`src/rtl/lsu_mem_stage_if.sv`:
```
// Bundle of the upstream (EX/MEM) handshake, the downstream (WB) handshake
// and the split request/response data bus seen by the load/store stage.
// The stage uses the slave modport; whatever surrounds it uses master.
//
// Handshake rule for every valid/ready pair in this bundle: a transfer
// happens on the rising clock edge where valid and ready are both high. Once
// raised, valid and its payload hold unchanged until that edge. Ready may
// rise or fall at any time and never waits on a later valid. The read and
// write responses have no ready: they are single-cycle pulses that the
// stage takes only while it is waiting for them.
interface lsu_mem_stage_if #(
  parameter int XLEN = 64,
  parameter int SB_W = 40
);
  logic              in_valid;
  logic              in_ready;
  logic [XLEN-1:0]   in_addr;
  logic [XLEN-1:0]   in_wdata;
  logic [2:0]        in_memop;
  logic              in_memrd;
  logic              in_memwr;
  logic [SB_W-1:0]   in_sb;

  logic              out_valid;
  logic              out_ready;
  logic [XLEN-1:0]   out_alures;
  logic [SB_W-1:0]   out_sb;
  logic [XLEN-1:0]   out_dataout;
  logic              out_misalign;
  logic              out_buserr;

  logic              rd_req_valid;
  logic              rd_req_ready;
  logic [XLEN-1:0]   rd_addr;
  logic              rd_resp_valid;
  logic [XLEN-1:0]   rd_resp_data;
  logic              rd_resp_err;

  logic              wr_req_valid;
  logic              wr_req_ready;
  logic [XLEN-1:0]   wr_addr;
  logic [XLEN-1:0]   wr_data;
  logic [XLEN/8-1:0] wr_strb;
  logic              wr_resp_valid;
  logic              wr_resp_err;

  modport slave (
    input  in_valid, in_addr, in_wdata, in_memop, in_memrd, in_memwr, in_sb,
    output in_ready,
    output out_valid, out_alures, out_sb, out_dataout, out_misalign, out_buserr,
    input  out_ready,
    output rd_req_valid, rd_addr,
    input  rd_req_ready, rd_resp_valid, rd_resp_data, rd_resp_err,
    output wr_req_valid, wr_addr, wr_data, wr_strb,
    input  wr_req_ready, wr_resp_valid, wr_resp_err
  );

  modport master (
    output in_valid, in_addr, in_wdata, in_memop, in_memrd, in_memwr, in_sb,
    input  in_ready,
    input  out_valid, out_alures, out_sb, out_dataout, out_misalign, out_buserr,
    output out_ready,
    input  rd_req_valid, rd_addr,
    output rd_req_ready, rd_resp_valid, rd_resp_data, rd_resp_err,
    input  wr_req_valid, wr_addr, wr_data, wr_strb,
    output wr_req_ready, wr_resp_valid, wr_resp_err
  );
endinterface

```
`src/rtl/lsu_mem_stage.sv`:
```
// Load/store stage between the EX/MEM and WB pipeline registers. Takes one
// instruction per handshake. Loads and stores run one split request/response
// bus transaction on an 8-byte aligned bus. Misaligned accesses and all
// non-memory ops finish without touching the bus. The result is held for WB
// with valid/ready. dbg_state exposes the FSM state for observation.
module lsu_mem_stage #(
  parameter int XLEN = 64,
  parameter int SB_W = 40
) (
  input  logic                clk,
  input  logic                rst,
  lsu_mem_stage_if.slave      bus,
  output logic [2:0]          dbg_state
);

  typedef enum logic [2:0] {
    S_IDLE  = 3'd0,
    S_RREQ  = 3'd1,
    S_RWAIT = 3'd2,
    S_WREQ  = 3'd3,
    S_WRESP = 3'd4,
    S_DONE  = 3'd5
  } state_t;

  state_t            state;
  logic [XLEN-1:0]   addr_q;
  logic [XLEN-1:0]   wdata_q;
  logic [2:0]        memop_q;
  logic [SB_W-1:0]   sb_q;
  logic [XLEN-1:0]   dataout_q;
  logic              misalign_q;
  logic              buserr_q;

  logic              accept;
  logic              in_mis;
  logic [XLEN-1:0]   lane;
  logic [XLEN-1:0]   load_ext;
  logic [XLEN/8-1:0] strb_base;

  // A new instruction can enter when idle, or when the held result leaves
  // on this same edge (back-to-back handoff with no bubble).
  assign bus.in_ready = (state == S_IDLE) || ((state == S_DONE) && bus.out_ready);
  assign accept       = bus.in_valid && bus.in_ready;

  // Misalignment only matters for memory ops: a halfword, word or doubleword
  // whose address is not a multiple of its size would cross a bus beat.
  always_comb begin
    in_mis = 1'b0;
    case (bus.in_memop[1:0])
      2'd1:    in_mis = bus.in_addr[0];
      2'd2:    in_mis = |bus.in_addr[1:0];
      2'd3:    in_mis = |bus.in_addr[2:0];
      default: in_mis = 1'b0;
    endcase
    in_mis = in_mis && (bus.in_memrd || bus.in_memwr);
  end

  // Move the addressed bytes of the response down to bit 0, then sign- or
  // zero-extend. memop[2] set means unsigned.
  always_comb begin
    lane     = bus.rd_resp_data >> {addr_q[2:0], 3'b000};
    load_ext = lane;
    case (memop_q[1:0])
      2'd0:    load_ext = {{(XLEN-8){lane[7] & ~memop_q[2]}}, lane[7:0]};
      2'd1:    load_ext = {{(XLEN-16){lane[15] & ~memop_q[2]}}, lane[15:0]};
      2'd2:    load_ext = {{(XLEN-32){lane[31] & ~memop_q[2]}}, lane[31:0]};
      default: load_ext = lane;
    endcase
  end

  // Byte strobes for the access size before they are moved to the address lane.
  always_comb begin
    strb_base = '0;
    case (memop_q[1:0])
      2'd0:    strb_base = (XLEN/8)'(8'h01);
      2'd1:    strb_base = (XLEN/8)'(8'h03);
      2'd2:    strb_base = (XLEN/8)'(8'h0F);
      default: strb_base = (XLEN/8)'(8'hFF);
    endcase
  end

  // The bus requests and WB outputs are decoded from the state and the
  // latched instruction only. They cannot change while a request or a
  // result waits for its ready.
  assign bus.rd_req_valid = (state == S_RREQ);
  assign bus.rd_addr      = {addr_q[XLEN-1:3], 3'b000};
  assign bus.wr_req_valid = (state == S_WREQ);
  assign bus.wr_addr      = {addr_q[XLEN-1:3], 3'b000};
  assign bus.wr_data      = wdata_q << {addr_q[2:0], 3'b000};
  assign bus.wr_strb      = strb_base << addr_q[2:0];

  assign bus.out_valid    = (state == S_DONE);
  assign bus.out_alures   = addr_q;
  assign bus.out_sb       = sb_q;
  assign bus.out_dataout  = dataout_q;
  assign bus.out_misalign = misalign_q;
  assign bus.out_buserr   = buserr_q;
  assign dbg_state        = state;

  // Main FSM. It latches each accepted instruction, runs its bus transaction
  // and holds the finished result until WB takes it.
  always_ff @(posedge clk or posedge rst) begin
    if (rst) begin
      state      <= S_IDLE;
      addr_q     <= '0;
      wdata_q    <= '0;
      memop_q    <= '0;
      sb_q       <= '0;
      dataout_q  <= '0;
      misalign_q <= 1'b0;
      buserr_q   <= 1'b0;
    end else begin
      case (state)
        S_IDLE, S_DONE: begin
          if (accept) begin
            addr_q     <= bus.in_addr;
            wdata_q    <= bus.in_wdata;
            memop_q    <= bus.in_memop;
            sb_q       <= bus.in_sb;
            dataout_q  <= '0;
            buserr_q   <= 1'b0;
            misalign_q <= in_mis;
            // A store takes priority when both load and store are set.
            if (in_mis)             state <= S_DONE;
            else if (bus.in_memwr)  state <= S_WREQ;
            else if (bus.in_memrd)  state <= S_RREQ;
            else                    state <= S_DONE;
          end else if (state == S_DONE && bus.out_ready) begin
            state <= S_IDLE;
          end
        end
        S_RREQ: begin
          if (bus.rd_req_ready) state <= S_RWAIT;
        end
        S_RWAIT: begin
          if (bus.rd_resp_valid) begin
            dataout_q <= load_ext;
            buserr_q  <= bus.rd_resp_err;
            state     <= S_DONE;
          end
        end
        S_WREQ: begin
          if (bus.wr_req_ready) state <= S_WRESP;
        end
        S_WRESP: begin
          if (bus.wr_resp_valid) begin
            dataout_q <= '0;
            buserr_q  <= bus.wr_resp_err;
            state     <= S_DONE;
          end
        end
        default: state <= S_IDLE;
      endcase
    end
  end

endmodule

```
`src/flat_wrapper.sv`:
```
// flat-port wrapper written by rule: the top's interface ports become plain ports
module lsu_mem_stage_flat 
#(
  parameter int XLEN = 64,
  parameter int SB_W = 40
)
  (clk, rst, dbg_state, bus_in_valid, bus_in_addr, bus_in_wdata, bus_in_memop, bus_in_memrd, bus_in_memwr, bus_in_sb, bus_in_ready, bus_out_valid, bus_out_alures, bus_out_sb, bus_out_dataout, bus_out_misalign, bus_out_buserr, bus_out_ready, bus_rd_req_valid, bus_rd_addr, bus_rd_req_ready, bus_rd_resp_valid, bus_rd_resp_data, bus_rd_resp_err, bus_wr_req_valid, bus_wr_addr, bus_wr_data, bus_wr_strb, bus_wr_req_ready, bus_wr_resp_valid, bus_wr_resp_err);
  lsu_mem_stage_if #(.XLEN(XLEN), .SB_W(SB_W)) bus_i ();
  input  logic clk;
  input  logic rst;
  output logic [2:0] dbg_state;
  input wire logic [$bits(bus_i.in_valid)-1:0] bus_in_valid;
  input wire logic [$bits(bus_i.in_addr)-1:0] bus_in_addr;
  input wire logic [$bits(bus_i.in_wdata)-1:0] bus_in_wdata;
  input wire logic [$bits(bus_i.in_memop)-1:0] bus_in_memop;
  input wire logic [$bits(bus_i.in_memrd)-1:0] bus_in_memrd;
  input wire logic [$bits(bus_i.in_memwr)-1:0] bus_in_memwr;
  input wire logic [$bits(bus_i.in_sb)-1:0] bus_in_sb;
  output wire logic [$bits(bus_i.in_ready)-1:0] bus_in_ready;
  output wire logic [$bits(bus_i.out_valid)-1:0] bus_out_valid;
  output wire logic [$bits(bus_i.out_alures)-1:0] bus_out_alures;
  output wire logic [$bits(bus_i.out_sb)-1:0] bus_out_sb;
  output wire logic [$bits(bus_i.out_dataout)-1:0] bus_out_dataout;
  output wire logic [$bits(bus_i.out_misalign)-1:0] bus_out_misalign;
  output wire logic [$bits(bus_i.out_buserr)-1:0] bus_out_buserr;
  input wire logic [$bits(bus_i.out_ready)-1:0] bus_out_ready;
  output wire logic [$bits(bus_i.rd_req_valid)-1:0] bus_rd_req_valid;
  output wire logic [$bits(bus_i.rd_addr)-1:0] bus_rd_addr;
  input wire logic [$bits(bus_i.rd_req_ready)-1:0] bus_rd_req_ready;
  input wire logic [$bits(bus_i.rd_resp_valid)-1:0] bus_rd_resp_valid;
  input wire logic [$bits(bus_i.rd_resp_data)-1:0] bus_rd_resp_data;
  input wire logic [$bits(bus_i.rd_resp_err)-1:0] bus_rd_resp_err;
  output wire logic [$bits(bus_i.wr_req_valid)-1:0] bus_wr_req_valid;
  output wire logic [$bits(bus_i.wr_addr)-1:0] bus_wr_addr;
  output wire logic [$bits(bus_i.wr_data)-1:0] bus_wr_data;
  output wire logic [$bits(bus_i.wr_strb)-1:0] bus_wr_strb;
  input wire logic [$bits(bus_i.wr_req_ready)-1:0] bus_wr_req_ready;
  input wire logic [$bits(bus_i.wr_resp_valid)-1:0] bus_wr_resp_valid;
  input wire logic [$bits(bus_i.wr_resp_err)-1:0] bus_wr_resp_err;
  assign bus_i.in_valid = bus_in_valid;
  assign bus_i.in_addr = bus_in_addr;
  assign bus_i.in_wdata = bus_in_wdata;
  assign bus_i.in_memop = bus_in_memop;
  assign bus_i.in_memrd = bus_in_memrd;
  assign bus_i.in_memwr = bus_in_memwr;
  assign bus_i.in_sb = bus_in_sb;
  assign bus_in_ready = bus_i.in_ready;
  assign bus_out_valid = bus_i.out_valid;
  assign bus_out_alures = bus_i.out_alures;
  assign bus_out_sb = bus_i.out_sb;
  assign bus_out_dataout = bus_i.out_dataout;
  assign bus_out_misalign = bus_i.out_misalign;
  assign bus_out_buserr = bus_i.out_buserr;
  assign bus_i.out_ready = bus_out_ready;
  assign bus_rd_req_valid = bus_i.rd_req_valid;
  assign bus_rd_addr = bus_i.rd_addr;
  assign bus_i.rd_req_ready = bus_rd_req_ready;
  assign bus_i.rd_resp_valid = bus_rd_resp_valid;
  assign bus_i.rd_resp_data = bus_rd_resp_data;
  assign bus_i.rd_resp_err = bus_rd_resp_err;
  assign bus_wr_req_valid = bus_i.wr_req_valid;
  assign bus_wr_addr = bus_i.wr_addr;
  assign bus_wr_data = bus_i.wr_data;
  assign bus_wr_strb = bus_i.wr_strb;
  assign bus_i.wr_req_ready = bus_wr_req_ready;
  assign bus_i.wr_resp_valid = bus_wr_resp_valid;
  assign bus_i.wr_resp_err = bus_wr_resp_err;
  lsu_mem_stage #(.XLEN(XLEN), .SB_W(SB_W)) u_core (.clk(clk), .rst(rst), .bus(bus_i), .dbg_state(dbg_state));
endmodule
```
`config.mk`:
```
export PLATFORM = sky130hd
export DESIGN_NAME = lsu_mem_stage_flat
export DESIGN_NICKNAME = d
export VERILOG_FILES = /design/src/rtl/lsu_mem_stage_if.sv /design/src/rtl/lsu_mem_stage.sv /design/src/flat_wrapper.sv
export SDC_FILE = /design/constraint.sdc
export NUM_CORES = 1
export LEC_CHECK = 0
export BUFFER_PORTS_ARGS = -buffer_cell sky130_fd_sc_hd__clkbuf_2
export CAP_MARGIN = 20
export CORE_AREA = 2 2 242 244
export CTS_CLUSTER_SIZE = 30
export DETAILED_ROUTE_END_ITERATION = 12
export DIE_AREA = 0 0 244 246
export PLACE_DENSITY = 0.5
export SETUP_SLACK_MARGIN = 0.05
export SYNTH_ARGS = -nofsm -noshare
export SYNTH_HDL_FRONTEND = slang
export SYNTH_SLANG_ARGS = --single-unit
```
`constraint.sdc`:
```
create_clock -name clk -period 7 [get_ports clk]
set_input_delay 0.35 -clock clk [delete_from_list [all_inputs] [get_ports clk]]
set_output_delay 0.35 -clock clk [all_outputs]
set_load 0.01 [all_outputs]
```
==> qor.csv <==
metric,value,unit
outcome,"complete, no violations",
htree_levels,1,
cts_resized,0,
worstPathArrival,3.35,ns
drt_iter0_markers,577,
timing_worst_setup_path_type,flop to output port,
core,0.0574,mm²
synth_common_cells,"240 x dfrtp_1, 200 x mux2_2, 148 x buf_4, 116 x nor2_1, 82 x a21oi_1",
startpoint_type,flop,
crit_path_end_kind,output port,
p_leak,9.19,nW
placementRows,88,
synth-seq-cells,240,
drv_cap,0,
synth_ff_type,dfrtp_1,
grt.total_usage,16.4,%
synth-compound-area-share,12.1,%
preCtsSetupSlack,3.91,ns
wl_per_cell,19.7,µm
overflow,0,
grt_antenna_before_repair,10,
initial_core_util,24.2,%
grt_setup_unrepaired,no,
setup_viol,0,
ir_drop,0.000238,V
port_buffers,617,
grt_use_met1,21.2,%
netlist_area,0.0139,mm²
required,6.65,ns
use_met2,27.2,%
vias,12300,
regArea,0.00601,mm²
synthCells,1260,
fin_ws,3.30,ns
drt-total-wl,52400,µm
synth_top_cell_area_share,43.2,%
drive_gt1_share,49.5,%
fin_nets,2111,
yosys.area_share.simple,7.48,%
drcViolationCount,0,
power.density,493,mW/mm²
synthAdderAreaFrac,0,%
synthDominantAreaCellType,dfrtp_1,
synth_cell_types,58,
clock-sinks,240,
area_delta_synth_final,37.7,%
syn_area_per_cell,11.0,µm²
worstMarginPinSlew,0.983,ns
cts_setup_buffers,0,
dieHeight,246,µm
utilization,33.4,%
avgViaCountPerCell,4.65,
cp_max_fo,60,
tritoncts,yes,
async_reset_ff_share,100,%
grt_start_max_net_pins,122,
synthXorXnorAreaFrac,0,%
drtAntennaViolNets,0,
first_global_vias,12000,
muxShareOfSynthArea,26.0,%
relSlewSlack,34.2,%
finalCriticalPeriod,3.70,ns
yosys_warnings,0,
synth_seq_area_share,43.2,%
drv_slew,0,
gp_congestion,0.883,
busiest_layer,met2,
path_clk_slew,0.06,ns
clockRootBuffer,clkbuf_16,
multi_input_area,0.00637,mm²
hp-class,input port to flop,
die_w,244,µm
insertion_delay,0.59,ns
hold_buffers,155,
finalHoldViolCount,0,
synth.most_common_cell,dfrtp_1,
numCtsBuffers,31,
min_path_cells,2,
ios,624,
tns,0,ns
synth_area_leaders,"dfrtp_1 43%, mux2_2 16%, buf_4 8.0%",
drtPass1Iterations,4,
grt_pass1_wl,76200,µm
dieArea,0.0600,mm²
synth_edf_count,0,
use_met3,3.95,%
synth_top_family_by_area,multiplexers,
rr_worst_depth,5,
finalClockSkew,0.0129,ns
worst_hold_slack,0.0258,ns
period_share,52.9,%
cts-root-to-sink-buffers,3,
max_freq,0.270,GHz
hpwl,38200,µm
fillers,5885,
==> power breakdown <==
group | leakage, nW | switching, mW | internal [mW]
registers | 2.96 | 0.705 | 2.01
clock network | 0.474 | 0.651 | 0.886
logic | 5.76 | 2.87 | 2.31
total | 9.19 | 4.23 | 5.20
==> through the flow <==
stage / total power [mW] / cell area (µm²) / cells
global placement: 7.82 / 16600 / 2439
floorplan: 6.30 / 13900 / 1265
global route: 10.0 / 19100 / 2653
CTS: 9.51 / 19100 / 2648
finish: 9.43 / 19100 / 2654
detailed placement: 7.86 / 16600 / 2439
==> critical path, stage by stage (launching register included) <==
cell	delay [ns]
dfrtp_4	0.86
buf_4	0.79
mux2_2	0.43
o21ai_0	0.31
mux2i_1	0.16
clkbuf_2	0.16
==> kinds of logic after synthesis <==
group | count (synthesis)
other | 1
flip-flops | 240
multiplexers | 299
buffers and inverters | 230
AO/OA/AOI/OAI | 260
AND/OR/NAND/NOR | 230
==> registers in the layout, summed over array words and instances (netlist names) <==
| signal | count |
|---|---|
| u_core.bus.out_alures | 64 |
| u_core.bus.out_buserr | 1 |
| u_core.bus.out_dataout | 64 |
| u_core.bus.out_misalign | 1 |
| u_core.bus.out_sb | 40 |
| u_core.dbg_state | 3 |
| u_core.memop_q | 3 |
| u_core.wdata_q | 64 |
==> cell type report <==
| class | count | area share [%] |
|---|---|---|
| clock buffers | 42 | 4.48 |
| multi-input cells | 795 | 33.3 |
| well taps | 765 | 5.00 |
| diodes | 4 | 0.0523 |
| flip-flops and latches | 240 | 31.4 |
| inverters | 9 | 0.216 |
| repair buffers | 787 | 25.0 |
| clock inverters | 12 | 0.497 |
==> metal layers <==
| metal | wire length, µm | vias to the layer above |
|---|---|---|
| met1 | 22000 | 6193 |
| met5 | 68 | - |
| met3 | 3480 | 90 |
| li1 | - | 5601 |
| met4 | 1530 | 10 |
| met2 | 25300 | 446 |
==> final timing paths <==
kind                                                        start                                      to  slack, ns
min in group asynchronous                                     rst   u_core.bus.out_alures[62]$_DFFE_PP0P_       0.43
setup reg to reg             u_core.bus.out_alures[1]$_DFFE_PP0P_  u_core.bus.out_dataout[22]$_DFFE_PP0P_       3.86
hold reg to reg            u_core.bus.out_dataout[15]$_DFFE_PP0P_  u_core.bus.out_dataout[15]$_DFFE_PP0P_       0.48
setup / recovery             u_core.bus.out_alures[0]$_DFFE_PP0P_                         bus_wr_data[61]       3.30
max in group asynchronous                                     rst   u_core.bus.out_alures[30]$_DFFE_PP0P_       5.30
hold / removal                                   bus_in_wdata[63]          u_core.wdata_q[63]$_DFFE_PP0P_       0.03
==> cells in the final DEF (no fill, tap or decap), types with 9 or more instances in the layout <==
master	n
o21ai_0	72
mux4_2	29
clkbuf_2	617
buf_4	12
mux2i_1	69
a21oi_1	82
a21o_1	9
dlygate4sd3_1	155
clkbuf_16	31
a22oi_1	13
and2_1	17
nor2_1	116
mux2_2	200
dfrtp_1	237
a22o_1	32
nand2_1	65
Note: power is estimated with default switching activity, not from simulation.
